File: src/rtl/sclk_frame_gen_pkg.sv
// sclk_pkg: shared state encoding and default widths for the serial clock/frame generator.
package sclk_pkg;

  localparam int HALF_W_DEF = 8;
  localparam int BITS_W_DEF = 5;

  typedef enum logic [1:0] {
    IDLE  = 2'd0,
    LEAD  = 2'd1,
    SHIFT = 2'd2,
    TRAIL = 2'd3
  } state_t;

endpackage

File: src/rtl/sclk_frame_gen_half_cnt.sv
// sclk_half_cnt: half-period counter, 0..half-1 with wrap; tick marks the last cycle.
// Held at zero while clr is high so every frame starts on a fresh half-period.
module sclk_half_cnt
  import sclk_pkg::*;
#(
  parameter int HALF_W = HALF_W_DEF
) (
  input  logic              clk_sys,
  input  logic              rst_n,
  input  logic              clr,
  input  logic [HALF_W-1:0] half,
  output logic              tick
);

  logic [HALF_W-1:0] cnt;

  assign tick = !clr && (cnt == (half - HALF_W'(1)));

  // Count within the half-period; restart on wrap or while cleared.
  always_ff @(posedge clk_sys or negedge rst_n) begin
    if (!rst_n) begin
      cnt <= '0;
    end else if (clr || tick) begin
      cnt <= '0;
    end else begin
      cnt <= cnt + HALF_W'(1);
    end
  end

endmodule

File: src/rtl/sclk_frame_gen.sv
// sclk_frame_gen: one start request produces one chip-select frame of N serial clocks,
// with lead/trail edge strobes and a completed-bit counter for the shifter/sampler.
module sclk_frame_gen
  import sclk_pkg::*;
#(
  parameter int HALF_W = HALF_W_DEF,
  parameter int BITS_W = BITS_W_DEF
) (
  input  logic              clk_sys,
  input  logic              rst_n,
  input  logic              start,
  input  logic              abort,
  input  logic [HALF_W-1:0] half_div,
  input  logic [BITS_W-1:0] nbits,
  input  logic              cpol,
  output logic              sclk,
  output logic              cs_n,
  output logic              lead_pulse,
  output logic              trail_pulse,
  output logic [BITS_W-1:0] step,
  output logic              busy,
  output logic              done
);

  state_t            state_q;
  state_t            state_nxt;
  logic [HALF_W-1:0] h_lat;
  logic [BITS_W-1:0] n_lat;
  logic              cpol_lat;
  logic              tick;
  logic              accept;
  logic              toggle;
  logic              finish;
  logic              kill;
  logic              lead_nxt;
  logic              trail_nxt;

  sclk_half_cnt #(
    .HALF_W (HALF_W)
  ) u_half_cnt (
    .clk_sys (clk_sys),
    .rst_n   (rst_n),
    .clr     (state_q == IDLE),
    .half    (h_lat),
    .tick    (tick)
  );

  // A toggle away from the idle level is a leading edge, back to it a trailing edge.
  assign lead_nxt  = toggle && (sclk == cpol_lat);
  assign trail_nxt = toggle && (sclk != cpol_lat);

  // State register.
  always_ff @(posedge clk_sys or negedge rst_n) begin
    if (!rst_n) begin
      state_q <= IDLE;
    end else begin
      state_q <= state_nxt;
    end
  end

  // Next state and per-cycle actions; abort always beats tick and start.
  always_comb begin
    state_nxt = state_q;
    accept    = 1'b0;
    toggle    = 1'b0;
    finish    = 1'b0;
    kill      = 1'b0;
    case (state_q)
      IDLE: begin
        if (start && !abort && (nbits != '0)) begin
          accept    = 1'b1;
          state_nxt = LEAD;
        end
      end
      LEAD: begin
        if (abort) begin
          kill = 1'b1;
        end else if (tick) begin
          toggle    = 1'b1;
          state_nxt = SHIFT;
        end
      end
      SHIFT: begin
        if (abort) begin
          kill = 1'b1;
        end else if (tick) begin
          // All N bits clocked and sclk back at idle level: the 2N toggles are done.
          if ((step == n_lat) && (sclk == cpol_lat)) begin
            state_nxt = TRAIL;
          end else begin
            toggle = 1'b1;
          end
        end
      end
      TRAIL: begin
        if (abort) begin
          kill = 1'b1;
        end else if (tick) begin
          finish    = 1'b1;
          state_nxt = IDLE;
        end
      end
      default: state_nxt = IDLE;
    endcase
    if (kill) begin
      state_nxt = IDLE;
    end
  end

  // Frame parameters captured on accept and held for the whole frame; H=0 runs as H=1.
  always_ff @(posedge clk_sys) begin
    if (accept) begin
      h_lat <= (half_div == '0) ? HALF_W'(1) : half_div;
      n_lat <= nbits;
    end
  end

  // Registered outputs: serial clock, chip select, strobes, bit counter and status.
  always_ff @(posedge clk_sys or negedge rst_n) begin
    if (!rst_n) begin
      sclk        <= 1'b1;
      cs_n        <= 1'b1;
      lead_pulse  <= 1'b0;
      trail_pulse <= 1'b0;
      step        <= '0;
      busy        <= 1'b0;
      done        <= 1'b0;
      cpol_lat    <= 1'b1;
    end else begin
      lead_pulse  <= lead_nxt;
      trail_pulse <= trail_nxt;
      done        <= finish;
      if (accept) begin
        cpol_lat <= cpol;
        sclk     <= cpol;
        step     <= '0;
        cs_n     <= 1'b0;
        busy     <= 1'b1;
      end else if (kill) begin
        sclk <= cpol_lat;
        cs_n <= 1'b1;
        busy <= 1'b0;
      end else if (finish) begin
        cs_n <= 1'b1;
        busy <= 1'b0;
      end else if (toggle) begin
        sclk <= ~sclk;
        if (trail_nxt) begin
          step <= step + BITS_W'(1);
        end
      end
    end
  end

endmodule
File: config.mk
export PLATFORM = sky130hd
export DESIGN_NAME = sclk_frame_gen
export DESIGN_NICKNAME = d
export VERILOG_FILES = /design/src/rtl/sclk_frame_gen_pkg.sv /design/src/rtl/sclk_frame_gen_half_cnt.sv /design/src/rtl/sclk_frame_gen.sv
export SDC_FILE = /design/constraint.sdc
export NUM_CORES = 1
export LEC_CHECK = 0
export CORE_MARGIN = 2
export CORE_UTILIZATION = 56
export CTS_BUF_LIST = sky130_fd_sc_hd__clkbuf_8
export CTS_CLUSTER_SIZE = 25
export DETAILED_ROUTE_END_ITERATION = 7
export HOLD_SLACK_MARGIN = 0.06
export PLACE_DENSITY = 0.92
export SYNTH_ARGS = -nofsm -noshare
export SYNTH_HDL_FRONTEND = slang
export SYNTH_SLANG_ARGS = --single-unit
File: constraint.sdc
create_clock -name clk_sys -period 3.3 [get_ports clk_sys]
set_input_delay 0.825 -clock clk_sys [delete_from_list [all_inputs] [get_ports clk_sys]]
set_output_delay 0.825 -clock clk_sys [all_outputs]
set_load 0.05 [all_outputs]
==> flow_metrics.tcl <==
set metrics [dict create \
    drc 0 \
    hold_buffers 0 \
    area_growth_pct 21.4 \
    cts_setup_buffers 0 \
    ys_seq_elements 35 \
    use_met2_pct 34.0 \
    setup_viol 0 \
    cap_violations 0 \
    cts_sinks 35 \
    die_h_um 62.4 \
    cts_tree "built" \
    hold_viol_final 0 \
    slowest_stage "or4_1" \
    coreArea_um2 3310 \
    gp_congestion 0.786 \
    post_drt_wl_per_cell_um 14.1 \
    whs_path_depth 2 \
    worstSetupEndpointType "register" \
    path_max_fanout 11 \
    grt_pass1_vias 1463 \
    layout-drive-gt1-share_pct 9.13 \
    rows 21 \
    max_slew.worst_pin.slew_ns 0.699 \
    final_cell_mix "clkdlybuf4s50_1 (28), dfrtp_1 (19), nand2_1 (17)" \
    viasPerCell 5.64 \
    status "finished clean" \
    fin_crit_ns 2.77 \
    synthCells 190 \
    skew_ns 0.00793 \
    worstHoldPathType "reg2reg" \
    grtUsageMet1_pct 27.8 \
    detail-route-antenna-nets 0 \
    floorplan.initialDensity_pct 57.7 \
    dr.first_iter.drc_count 69 \
    fmax_ghz 0.361 \
    cp_cell_sequence "clkdlybuf4s50_1 > or4_1 > o21ai_0 > inv_1 > nand2_1 > inv_1 > or4_1 > nand2_1" \
    setup_tns_ns 0 \
    vdd_ir_drop_max_v 0.000543 \
    antenna_found_initial 0 \
    async_reset_ff_share_pct 62.9 \
    yosysSeqAreaShare_pct 49.5 \
    pwr-share-clk_pct 20.0 \
    ys_warn_count 0 \
    io_buffer_count 28 \
    h-tree-depth 2 \
    cts_resized 0 \
    switching_power_mw 0.535 \
    clk_path_buf_depth 2 \
    p_int_mw 0.899 \
    cts_root_buffer "clkbuf_8" \
    drtPass1Iterations 4 \
    arrival_ns 3.00 \
    num_vias 1494 \
    r2r_cells 9 \
    synth-edff-count 13 \
    startpoint_type "input pin" \
    p_comb_share_pct 36.8 \
    top_usage_layer "met2" \
    synth_cell_types 42 \
    ios 29 \
    cts_buffers 5 \
    grt_pass1_wl_um 6450 \
    cpPeakStageDelay_ns 0.52 \
    power_density_nw_per_um2 619 \
    syn_nets 215 \
    grt_usage_pct 21.1 \
    leakagePower_nw 0.948 \
    crit_required_ns 3.53 \
    drv_slew 0 \
    wl_um 3750 \
    period_share_pct 84.0 \
    insertion_delay_ns 0.29 \
    n_antenna_cell 0 \
    grt_start_max_net_pins 23 \
    grt_setup_unrepaired "no" \
    syn-cell-area_um2 1910 \
    gr-usage-met3_pct 3.78 \
    die_w_um 62.4 \
    dp_hpwl_um 2800 \
    nets 243 \
    slew_headroom_pct 53.0 \
    rrSetupSlack_ns 0.77 \
    clkTransAtPathRegs_ns 0.07 \
    grt-ovfl-total 0 \
    p_sw_share_pct 37.3 \
    power_frac_seq_pct 43.2 \
    mostFrequentLayoutCell "clkdlybuf4s50_1" \
    placed_cell_area_um2 2230 \
    die_area_um2 3890 \
    design_area_um2 2320 \
    synthFlopType "dfrtp_1" \
    syn_avg_cell_area_um2 10.0 \
    critPathKind "in2reg" \
]
[final cells by class]
| cell class | count | area (um2) |
|---|---|---|
| fill | 257 | 993 |
| sequential | 35 | 945 |
| multi-input combinational | 133 | 880 |
| timing repair buffer | 32 | 310 |
| clock buffer | 5 | 68.8 |
| tap | 46 | 57.6 |
| inverter | 11 | 41.3 |
| clock inverter | 3 | 15.0 |
[worst max-delay path: cells and delay by family]
family / cells / cell delay (ns)
buffers and inverters: 3 / 0.70
and+or+nand+nor: 4 / 1.22
AOI/OAI and AO/OA: 1 / 0.25
[routing by layer]
layer | up-vias | part of all wire, %
li1 | 726 | -
met1 | 721 | 45
met2 | 40 | 49
met3 | 7 | 4.0
met4 | 0 | 1.9
met5 | - | 0
[cell usage after synthesis, drive strengths merged, types with 2 or more instances]
cell type | number | area [um2]
nor4 | 4 | 25.0
o31ai | 3 | 22.5
dfstp | 3 | 78.8
or4 | 4 | 30.0
ha | 7 | 87.6
a31oi | 2 | 12.5
nand2b | 2 | 12.5
buf | 2 | 10.0
inv | 11 | 41.3
o21ai | 4 | 20.0
dfrtp | 19 | 475
nand4 | 6 | 37.5
a21oi | 4 | 20.0
edfxtp | 13 | 390
clkbuf | 9 | 33.8
nand3 | 8 | 40.0
xnor2 | 11 | 96.3
nor2b | 3 | 18.8
and3 | 3 | 18.8
nor2 | 16 | 62.6
nand2 | 18 | 70.1
or2 | 2 | 12.5
o211ai | 3 | 22.5
nor3b | 2 | 15.0
nor3 | 8 | 51.3
xor2 | 11 | 96.3
[worst paths after layout]
check / startpoint / to
hold reg to reg: cpol_lat / cpol_lat
max in group asynchronous: rst_n / cs_n
setup reg to reg: h_lat[0] / busy
setup / recovery: nbits[0] / step[2]
min in group asynchronous: rst_n / step[3]
hold / removal: cpol_lat / cpol_lat
[power by group through the flow]
stage                     registers [mW]  logic [mW]  clock network, mW
after floorplan                    0.677       0.315                  0
after global placement             0.623       0.507                  0
after detailed placement           0.625       0.523                  0
after CTS                          0.618       0.525              0.293
after global routing               0.631       0.575              0.314
final                              0.619       0.527              0.287
[sequential cells by signal, summed over array words and instances (netlist names)]
name            flops
h_lat               8
trail_pulse         1
done                1
cpol_lat            1
u_half_cnt.cnt      8
lead_pulse          1
n_lat               5
step                5
cs_n                1
state_q             2
sclk                1
busy                1
[metrics by stage]
step	util, %	power (mW)	worst slack (ns)	instances	hold slack (ns)
6_report	70.0	1.43	0.528	265	0.496
5_1_grt	70.0	1.52	0.357	265	0.527
4_1_cts	70.0	1.44	0.535	265	0.498
3_5_place_dp	67.5	1.15	0.235	257	0.484
3_3_place_gp	67.5	1.13	0.391	257	0.486
2_1_floorplan	-	0.992	0.676	190	0.465
[logic make-up after synthesis]
logic type | share of synthesized area [%]
buffers and inverters | 4.46
adders and majority gates | 4.59
muxes | 1.11
xor gates and xnor gates | 10.1
and+or+nand+nor | 21.4
AOI/OAI and AO/OA | 8.91
DFF | 49.5
No activity file was read; power rests on OpenSTA's default activity.
